==> src/rtl/s2_kes_ctrl.sv <==
// Stage-2 KES scheduler: buffers syndrome sets, launches one KES run per set, and
// presents lambda/omega (or a bypass/timeout result) on a valid/ready port to stage 3.
module s2_kes_ctrl #(
    parameter int unsigned DEPTH   = 2,
    parameter int unsigned TIMEOUT = 8
) (
    input  logic       clk,
    input  logic       rstn,
    input  logic       syn_valid,
    output logic       syn_ready,
    input  logic [7:0] syn0,
    input  logic [7:0] syn1,
    input  logic [7:0] syn2,
    input  logic [7:0] syn3,
    output logic       kes_ena,
    output logic [7:0] kes_syn0,
    output logic [7:0] kes_syn1,
    output logic [7:0] kes_syn2,
    output logic [7:0] kes_syn3,
    input  logic       kes_done,
    input  logic [7:0] kes_lambda0,
    input  logic [7:0] kes_lambda1,
    input  logic [7:0] kes_lambda2,
    input  logic [7:0] kes_omega0,
    input  logic [7:0] kes_omega1,
    output logic       out_valid,
    input  logic       out_ready,
    output logic [7:0] out_lambda0,
    output logic [7:0] out_lambda1,
    output logic [7:0] out_lambda2,
    output logic [7:0] out_omega0,
    output logic [7:0] out_omega1,
    output logic       out_err,
    output logic       out_fail,
    output logic       busy
);

    localparam int unsigned PW = (DEPTH > 1) ? $clog2(DEPTH) : 1;
    localparam int unsigned CW = $clog2(DEPTH + 1);
    localparam int unsigned WW = $clog2(TIMEOUT + 1);

    typedef enum logic [3:0] {
        StIdle   = 4'b0001,
        StLaunch = 4'b0010,
        StWait   = 4'b0100,
        StOut    = 4'b1000
    } state_e;

    state_e          state_q, state_d;
    logic [WW-1:0]   wdog_q, wdog_d;
    logic [31:0]     mem [DEPTH];
    logic [PW-1:0]   wr_ptr_q, rd_ptr_q;
    logic [CW-1:0]   count_q;
    logic [31:0]     head;
    logic            full, empty, push, pop;
    logic            ld_bypass, ld_done, ld_fail;

    function automatic logic [PW-1:0] ptr_inc(input logic [PW-1:0] p);
        return (p == PW'(DEPTH - 1)) ? '0 : p + PW'(1);
    endfunction

    assign full      = (count_q == CW'(DEPTH));
    assign empty     = (count_q == '0);
    assign syn_ready = ~full;
    assign push      = syn_valid & ~full;
    assign pop       = (state_q == StIdle) & ~empty;
    assign head      = mem[rd_ptr_q];
    assign kes_ena   = (state_q == StLaunch);
    assign out_valid = (state_q == StOut);
    assign busy      = (state_q != StIdle) | ~empty;

    // Storage needs no reset: entries are only read behind a non-zero count.
    always_ff @(posedge clk) begin
        if (push) begin
            mem[wr_ptr_q] <= {syn3, syn2, syn1, syn0};
        end
    end

    always_ff @(posedge clk or negedge rstn) begin
        if (!rstn) begin
            wr_ptr_q <= '0;
            rd_ptr_q <= '0;
            count_q  <= '0;
        end else begin
            if (push) wr_ptr_q <= ptr_inc(wr_ptr_q);
            if (pop)  rd_ptr_q <= ptr_inc(rd_ptr_q);
            if (push && !pop)      count_q <= count_q + CW'(1);
            else if (!push && pop) count_q <= count_q - CW'(1);
        end
    end

    always_comb begin
        state_d   = state_q;
        wdog_d    = wdog_q;
        ld_bypass = 1'b0;
        ld_done   = 1'b0;
        ld_fail   = 1'b0;
        unique case (state_q)
            StIdle: begin
                if (!empty) begin
                    ld_bypass = (head == '0);
                    state_d   = (head == '0) ? StOut : StLaunch;
                end
            end
            StLaunch: begin
                wdog_d  = '0;
                state_d = StWait;
            end
            StWait: begin
                // A completion in the expiry cycle still counts as a good run.
                if (kes_done) begin
                    ld_done = 1'b1;
                    state_d = StOut;
                end else if (wdog_q == WW'(TIMEOUT)) begin
                    ld_fail = 1'b1;
                    state_d = StOut;
                end else begin
                    wdog_d = wdog_q + WW'(1);
                end
            end
            StOut: begin
                if (out_ready) state_d = StIdle;
            end
            default: state_d = StIdle;
        endcase
    end

    always_ff @(posedge clk or negedge rstn) begin
        if (!rstn) begin
            state_q <= StIdle;
            wdog_q  <= '0;
        end else begin
            state_q <= state_d;
            wdog_q  <= wdog_d;
        end
    end

    always_ff @(posedge clk or negedge rstn) begin
        if (!rstn) begin
            kes_syn0 <= '0;
            kes_syn1 <= '0;
            kes_syn2 <= '0;
            kes_syn3 <= '0;
        end else if (pop) begin
            {kes_syn3, kes_syn2, kes_syn1, kes_syn0} <= head;
        end
    end

    always_ff @(posedge clk or negedge rstn) begin
        if (!rstn) begin
            out_lambda0 <= '0;
            out_lambda1 <= '0;
            out_lambda2 <= '0;
            out_omega0  <= '0;
            out_omega1  <= '0;
            out_err     <= 1'b0;
            out_fail    <= 1'b0;
        end else if (ld_bypass) begin
            out_lambda0 <= 8'h01;
            out_lambda1 <= '0;
            out_lambda2 <= '0;
            out_omega0  <= '0;
            out_omega1  <= '0;
            out_err     <= 1'b0;
            out_fail    <= 1'b0;
        end else if (ld_done) begin
            out_lambda0 <= kes_lambda0;
            out_lambda1 <= kes_lambda1;
            out_lambda2 <= kes_lambda2;
            out_omega0  <= kes_omega0;
            out_omega1  <= kes_omega1;
            out_err     <= 1'b1;
            out_fail    <= 1'b0;
        end else if (ld_fail) begin
            out_lambda0 <= '0;
            out_lambda1 <= '0;
            out_lambda2 <= '0;
            out_omega0  <= '0;
            out_omega1  <= '0;
            out_err     <= 1'b1;
            out_fail    <= 1'b1;
        end
    end

endmodule
==> config.mk <==
export PLATFORM = sky130hd
export DESIGN_NAME = s2_kes_ctrl
export DESIGN_NICKNAME = d
export VERILOG_FILES = /design/src/rtl/s2_kes_ctrl.sv
export SDC_FILE = /design/constraint.sdc
export NUM_CORES = 1
export LEC_CHECK = 0
export ABC_AREA = 1
export ABC_CLOCK_PERIOD_IN_PS = 5430
export BUFFER_PORTS_ARGS = -buffer_cell sky130_fd_sc_hd__buf_2
export CAP_MARGIN = 20
export CORE_MARGIN = 8
export CORE_UTILIZATION = 57
export CTS_CLUSTER_DIAMETER = 40
export DETAILED_ROUTE_END_ITERATION = 12
export PLACE_DENSITY = 0.85
export SKIP_CTS_REPAIR_TIMING = 1
export SYNTH_ARGS = -nofsm -noshare
export SYNTH_HDL_FRONTEND = slang
export SYNTH_SLANG_ARGS = --single-unit
export TNS_END_PERCENT = 10
==> constraint.sdc <==
create_clock -name clk -period 5.43 [get_ports clk]
set_clock_uncertainty 0.2 [all_clocks]
set_input_delay 1.086 -clock clk [delete_from_list [all_inputs] [get_ports clk]]
set_output_delay 1.086 -clock clk [all_outputs]
set_load 0.02 [all_outputs]
Yosys cells after proc, flatten, opt, wreduce, memory -nomap -nowiden:

Memories as Yosys holds them, arrays and structs flattened.
Index checks and enable logic that the tools add are counted.

* ROM bits: 0
* word-level logic and storage cells: 88
* register bits after elaboration: 86
* memories kept: 1
* bits in latches: 0
* input port bits: 77
* memory bits (writable): 64

Memory list
* mem: depth 2, bits a word 32, rd ports 1, clocked after Yosys merged registers in 0, wr ports 1, line 51 `logic [31:0] mem [DEPTH];`

* bitwise operators: 5
* equal/unequal tests: 12
* add/subtract/negate cells: 5
* multipliers: 0
* shift-type cells: 0
* reductions and logical operators: 11
* multiplexer cells: 38
* magnitude comparators: 0
* div/mod/pow operators: 0

Operators by type and width (number)
* 8-bit 2-to-1 mux: 11
* 32-bit logical NOT: 1
* 4-bit 2-to-1 mux: 7
* 1-bit 2-to-1 mux: 16
* 4-bit case mux with 4 select lines: 1
* 4-bit equality test, second input constant: 2
* 4-bit case mux with 2 select lines: 1
* 2-bit inequality test, second input constant: 3
* 3-bit AND reduction: 2
* 4-bit by 1-bit adder with 4-bit output, second input constant: 1
* 4-bit by 1-bit equality test with 1-bit output, second input constant: 1
* 4-bit by 2-bit equality test with 1-bit output, second input constant: 1
* 4-bit by 3-bit equality test with 1-bit output, second input constant: 1
* 2-bit 2-to-1 mux: 2
* 4-bit by 1-bit inequality test with 1-bit output, second input constant: 1
* 2-bit nonzero test: 2
* 3-bit inequality test, second input constant: 1
* 3-bit nonzero test: 1
* 1-bit adder, second input constant: 2
* 2-bit by 1-bit adder with 2-bit output, second input constant: 1
* 1-bit bitwise AND: 2
* 2-bit equality test, second input constant: 1
* 1-bit logical AND: 2
* 1-bit logical NOT: 2
* other kinds (5): 6

Logic depth before layout (Yosys ltp):

* word-level depth: 7
* gate-level depth with buffers: 12
* mapped depth without buffers: 10

Worst setup path before layout:

Ideal clock, no wire load.

* path type: in2reg
* start: in syn_valid
* end: mem mem[1][0] (enable)
* library setup time: 423 ps
* setup slack: 2250 ps
* data arrival time: 2557 ps
* cell stages on the path: 2
* cells stage by stage: nand2_1 > nor2_1

* word-level cells in the longest chain between the ends: 3

Ends and longest elaborated chain
* start, declared: line 9 `input logic syn_valid,`
* 1-bit bitwise AND: line 65 `assign push = syn_valid & ~full;`
* 1-bit 2-to-1 mux: line 74 `if (push) begin`
* 1-bit 2-to-1 mux (implied by the code): line 75 `mem[wr_ptr_q] <= {syn3, syn2, syn1, syn0};`
* end, declared: line 51

Every way passes these cells.

Final worst setup path:

* start: reg rd_ptr_q
* end: reg out_lambda2[7]

* word-level cells in the longest chain between the ends: 5
* elaborated cells between the ends (all ways): 6

Ends and longest elaborated chain
* start, declared: line 52 `logic [PW-1:0] wr_ptr_q, rd_ptr_q;`
* start signal, assigned: line 86 `if (pop) rd_ptr_q <= ptr_inc(rd_ptr_q);`
* memory 2 x 32 bit *
* 32-bit logical NOT *: line 101 `ld_bypass = (head == '0);`
* 1-bit 2-to-1 mux *: line 100 `if (!empty) begin`
* 1-bit 2-to-1 mux *: line 98 `unique case (state_q)`
* 3-bit nonzero test (no source line) or 8-bit 2-to-1 mux (tied branches)
* end signal, assigned: line 169 `out_lambda2 <= kes_lambda2;`
* end, declared: line 30 `output logic [7:0] out_lambda2,`

Mark *: on every way between the ends. The rest lies on a longest branch, timed or not.
A chain may end at the register's enable or synchronous reset.

==> out/results.md <==
### Power and ir drop
- 0.000325 V — IR Drop Worst-Case VDD
- 0.404 — register share of total power
- 3.78 nW — LEAKAGE
- 1.83 mW — switching power summed over all nets
- 2.82 mW — internal power
- 0.394 — switching power share of the total
- 0.244 — relative contribution of the clock network to total power
- 625 mW/mm^2 — power density over cell area
- 0.352 — combinational fraction of design power

### Logic synthesis
- 0.573 — Async SR Flop Fraction
- 26 — number of distinct library cells after synthesis
- 0.00601 sq mm — combined area of all synthesized cells
- sky130_fd_sc_hd__nand2_1 — most frequent cell after synthesis
- 674 — net count of the mapped netlist
- 0 — Yosys warning count
- 150 — Seq cells post-synth
- sky130_fd_sc_hd__nand2_1, sky130_fd_sc_hd__dfrtp_1, sky130_fd_sc_hd__inv_1, sky130_fd_sc_hd__edfxtp_1, sky130_fd_sc_hd__nand3_1 — leading post-synthesis cells by instance count
- sky130_fd_sc_hd__dfrtp_1 — Synth area leader
- 594 — cell count after synthesis
- 10.1 sq um — Syn Area/Cell
- sky130_fd_sc_hd__dfrtp_1 — most used flip-flop cell after synthesis
- 64 — number of synthesized flops with an enable pin
- 0.678 — portion of the post-synthesis area used by sequential elements
- 0.354 — fraction of post-synthesis cell area in the top cell type by area
- sky130_fd_sc_hd__dfrtp_1, sky130_fd_sc_hd__edfxtp_1, sky130_fd_sc_hd__nand2_1 — cells taking the most area after synthesis

### Floorplanning
- 0.0103 sq mm — standard cell core area
- 37 — FP Rows
- 119 microns — horizontal die dimension
- 0.585 — Initial Utilization
- 119 microns — chip height
- 155 — io pins
- 0.0141 sq mm — Die Area

### STA
- 1050 ps — pin slew with the least headroom to its limit
- no — setup repair after global routing missed its margin
- 0 — Final Max Slew Viols
- 0.301 — max_slew headroom
- 0 ps — final total negative setup slack
- 0 — final hold vios
- 0.656 — portion of the clock cycle consumed by the worst path in the final layout
- 3560 ps — clock period minus worst slack
- 281 MHz — maximum operating frequency
- 268 ps — final hold slack
- 0 — final number of setup-violating endpoints

### Layout
- 0 — number of antenna diodes
- 23.9% — synth-to-layout area growth
- 827 — Final nets
- 0.264 — layout cells sized above 1

### Global route
- 0.0652 — GRT met3 Usage
- 4757 — number of global-route vias before repair
- 0.247 — met1 routing resource usage after global routing
- 0.342 — met2 layer usage reported by global route
- 87 — largest net degree at the start of global routing
- 23.4 mm — first-pass GRT wire length
- 0 — initial antenna violation count
- 0.207 — global-route usage over all layers
- met2 — GRT busiest layer
- 0 — overflow left after global routing

### Min path
- count_q[0] — endpoint of the worst hold-timing path
- 1 — instance count along the most critical hold path
- count_q[0] — hold_sp
- reg -> reg — kind of path behind the tightest hold check

### Detailed routing
- 427 — first-iteration detailed-routing DRC count
- 14.2 mm — Routed Wire Length
- 4583 — total vias in the final route
- 0 — detailed-route DRC error count
- 0 — post-route ant nets
- 5 — TritonRoute pass-1 iters
- 5.11 — routed via count divided by cell count
- 15.9 microns — detail-routed net length per standard cell

### Clock tree
- sky130_fd_sc_hd__clkbuf_8 — root cell of the clock tree
- 4 — H-tree levels
- 17 — number of buffers created by CTS
- 150 — number of sinks on the clock net
- 2 — buffers from clock root to sink, at most
- yes — clock tree from TritonCTS
- 520 ps — insertion delay of the later-clocked pin in the worst-skew pair
- 60 ps — clock slew seen by the registers of the worst setup and hold paths

### Critical path
- 5680 ps — Crit path required time
- sky130_fd_sc_hd__dfrtp_1 — Critical Path Slowest Stage Cell
- register — type of destination of the critical path
- rd_ptr_q — Reg2Reg Launch Point
- clkinv_1 > nand2_1 > nand2_1 > nand2_1 > nor2_1 > nand2_1 > nor2_2 > nand3_2 > nand3_1 > nand2_1 — critical path, cell by cell
- 10 — worst r2r path cells
- 1030 ps — CP peak stage delay
- out_lambda2[7] — reg2reg end
- reg -> reg — critical path class
- register — Worst setup SP type
- 1870 ps — slack of the worst reg-to-reg path
- 3820 ps — Data arrival, critical path
- sky130_fd_sc_hd__nand2_1 — most repeated library cell on the critical path
- 43 — worst-path maximum fanout

### Placement
- 9.95 mm — DPL Wire Length
- 154 — port buffer count
- 0.824 — final estimated routing congestion in global placement

### Outcome
- complete, no violations — result of the run

### Run
- 0 — Max Cap Violations

registers in the layout, indices dropped and copies added, names as in the netlist, 4 cells and up:
register and flops:
wdog_q 4, kes_syn3 8, out_lambda1 8, out_lambda2 8, out_omega0 8, state_q 4, kes_syn1 8, mem 64
kes_syn0 8, out_lambda0 8, kes_syn2 8, out_omega1 8
critical path, delay by kind of cell (launching register included):
| kind | cells | cell delay [ps] |
|---|---|---|
| AND/OR/NAND/NOR | 9 | 1470 |
| flip-flops | 1 | 1030 |
| buffers and inverters | 1 | 770 |
through the flow:
step / setup slack [ps] / area (sq um) / total power, mW / std cells / utilization
floorplan: 2250 / 6010 / 2.97 / 594 / -
global placement: 2060 / 6840 / 3.46 / 863 / 0.666
detailed placement: 1910 / 6840 / 3.55 / 863 / 0.666
CTS: 1910 / 7420 / 4.69 / 895 / 0.722
global route: 1450 / 7450 / 4.96 / 896 / 0.725
finish: 1870 / 7450 / 4.65 / 896 / 0.725
per-layer routing:
metal	part of all wire	vias up
li1	-	2205
met1	0.41	2154
met5	0	-
met4	0.020	0
met2	0.49	199
met3	0.083	25
power by group through the flow:
| stage | logic [mW] | clock network, mW | registers [mW] |
|---|---|---|---|
| floorplan | 0.790 | 0 | 2.17 |
| global placement | 1.59 | 0 | 1.87 |
| detailed placement | 1.65 | 0 | 1.90 |
| CTS | 1.66 | 1.15 | 1.88 |
| global route | 1.83 | 1.20 | 1.93 |
| finish | 1.64 | 1.13 | 1.88 |
cell type report:
cell class / instances / area [sq um]
repair buffers: 159 / 831
clock buffers: 18 / 428
well taps: 136 / 170
fillers: 729 / 2830
flip-flops and latches: 150 / 4080
inverters: 70 / 263
multi-input cells: 349 / 1530
clock inverters: 14 / 151
layout by cell type (no fill, tap or decap), drive strengths merged, types with 2 or more instances in the layout:
cell	instances
bufinv	2
ha	3
buf	159
o21ai	53
xor2	2
clkinv	6
inv	71
clkinvlp	5
dfrtp	85
nor2	20
a21oi	5
clkbuf	18
edfxtp	64
nand3	51
nand2	211
worst max path at each step:
stage                    from             end  depth (start not counted)
finish               rd_ptr_q  out_lambda2[7]                         10
global route         rd_ptr_q  out_lambda2[7]                         10
CTS                  rd_ptr_q  out_lambda2[7]                         10
detailed placement   rd_ptr_q  out_lambda2[7]                         10
global placement     rd_ptr_q   out_omega1[1]                         10
floorplan           syn_valid       mem[1][0]                          2
cells by family after synthesis:
group / after synthesis / share of synthesized area
adders and majority gates: 3 / 0.00625
AOI/OAI and AO/OA: 58 / 0.0489
and+or+nand+nor: 285 / 0.192
xor gates and xnor gates: 3 / 0.00437
DFF: 150 / 0.678
buffers and inverters: 95 / 0.0702
No activity file was read; power rests on OpenSTA's default activity.
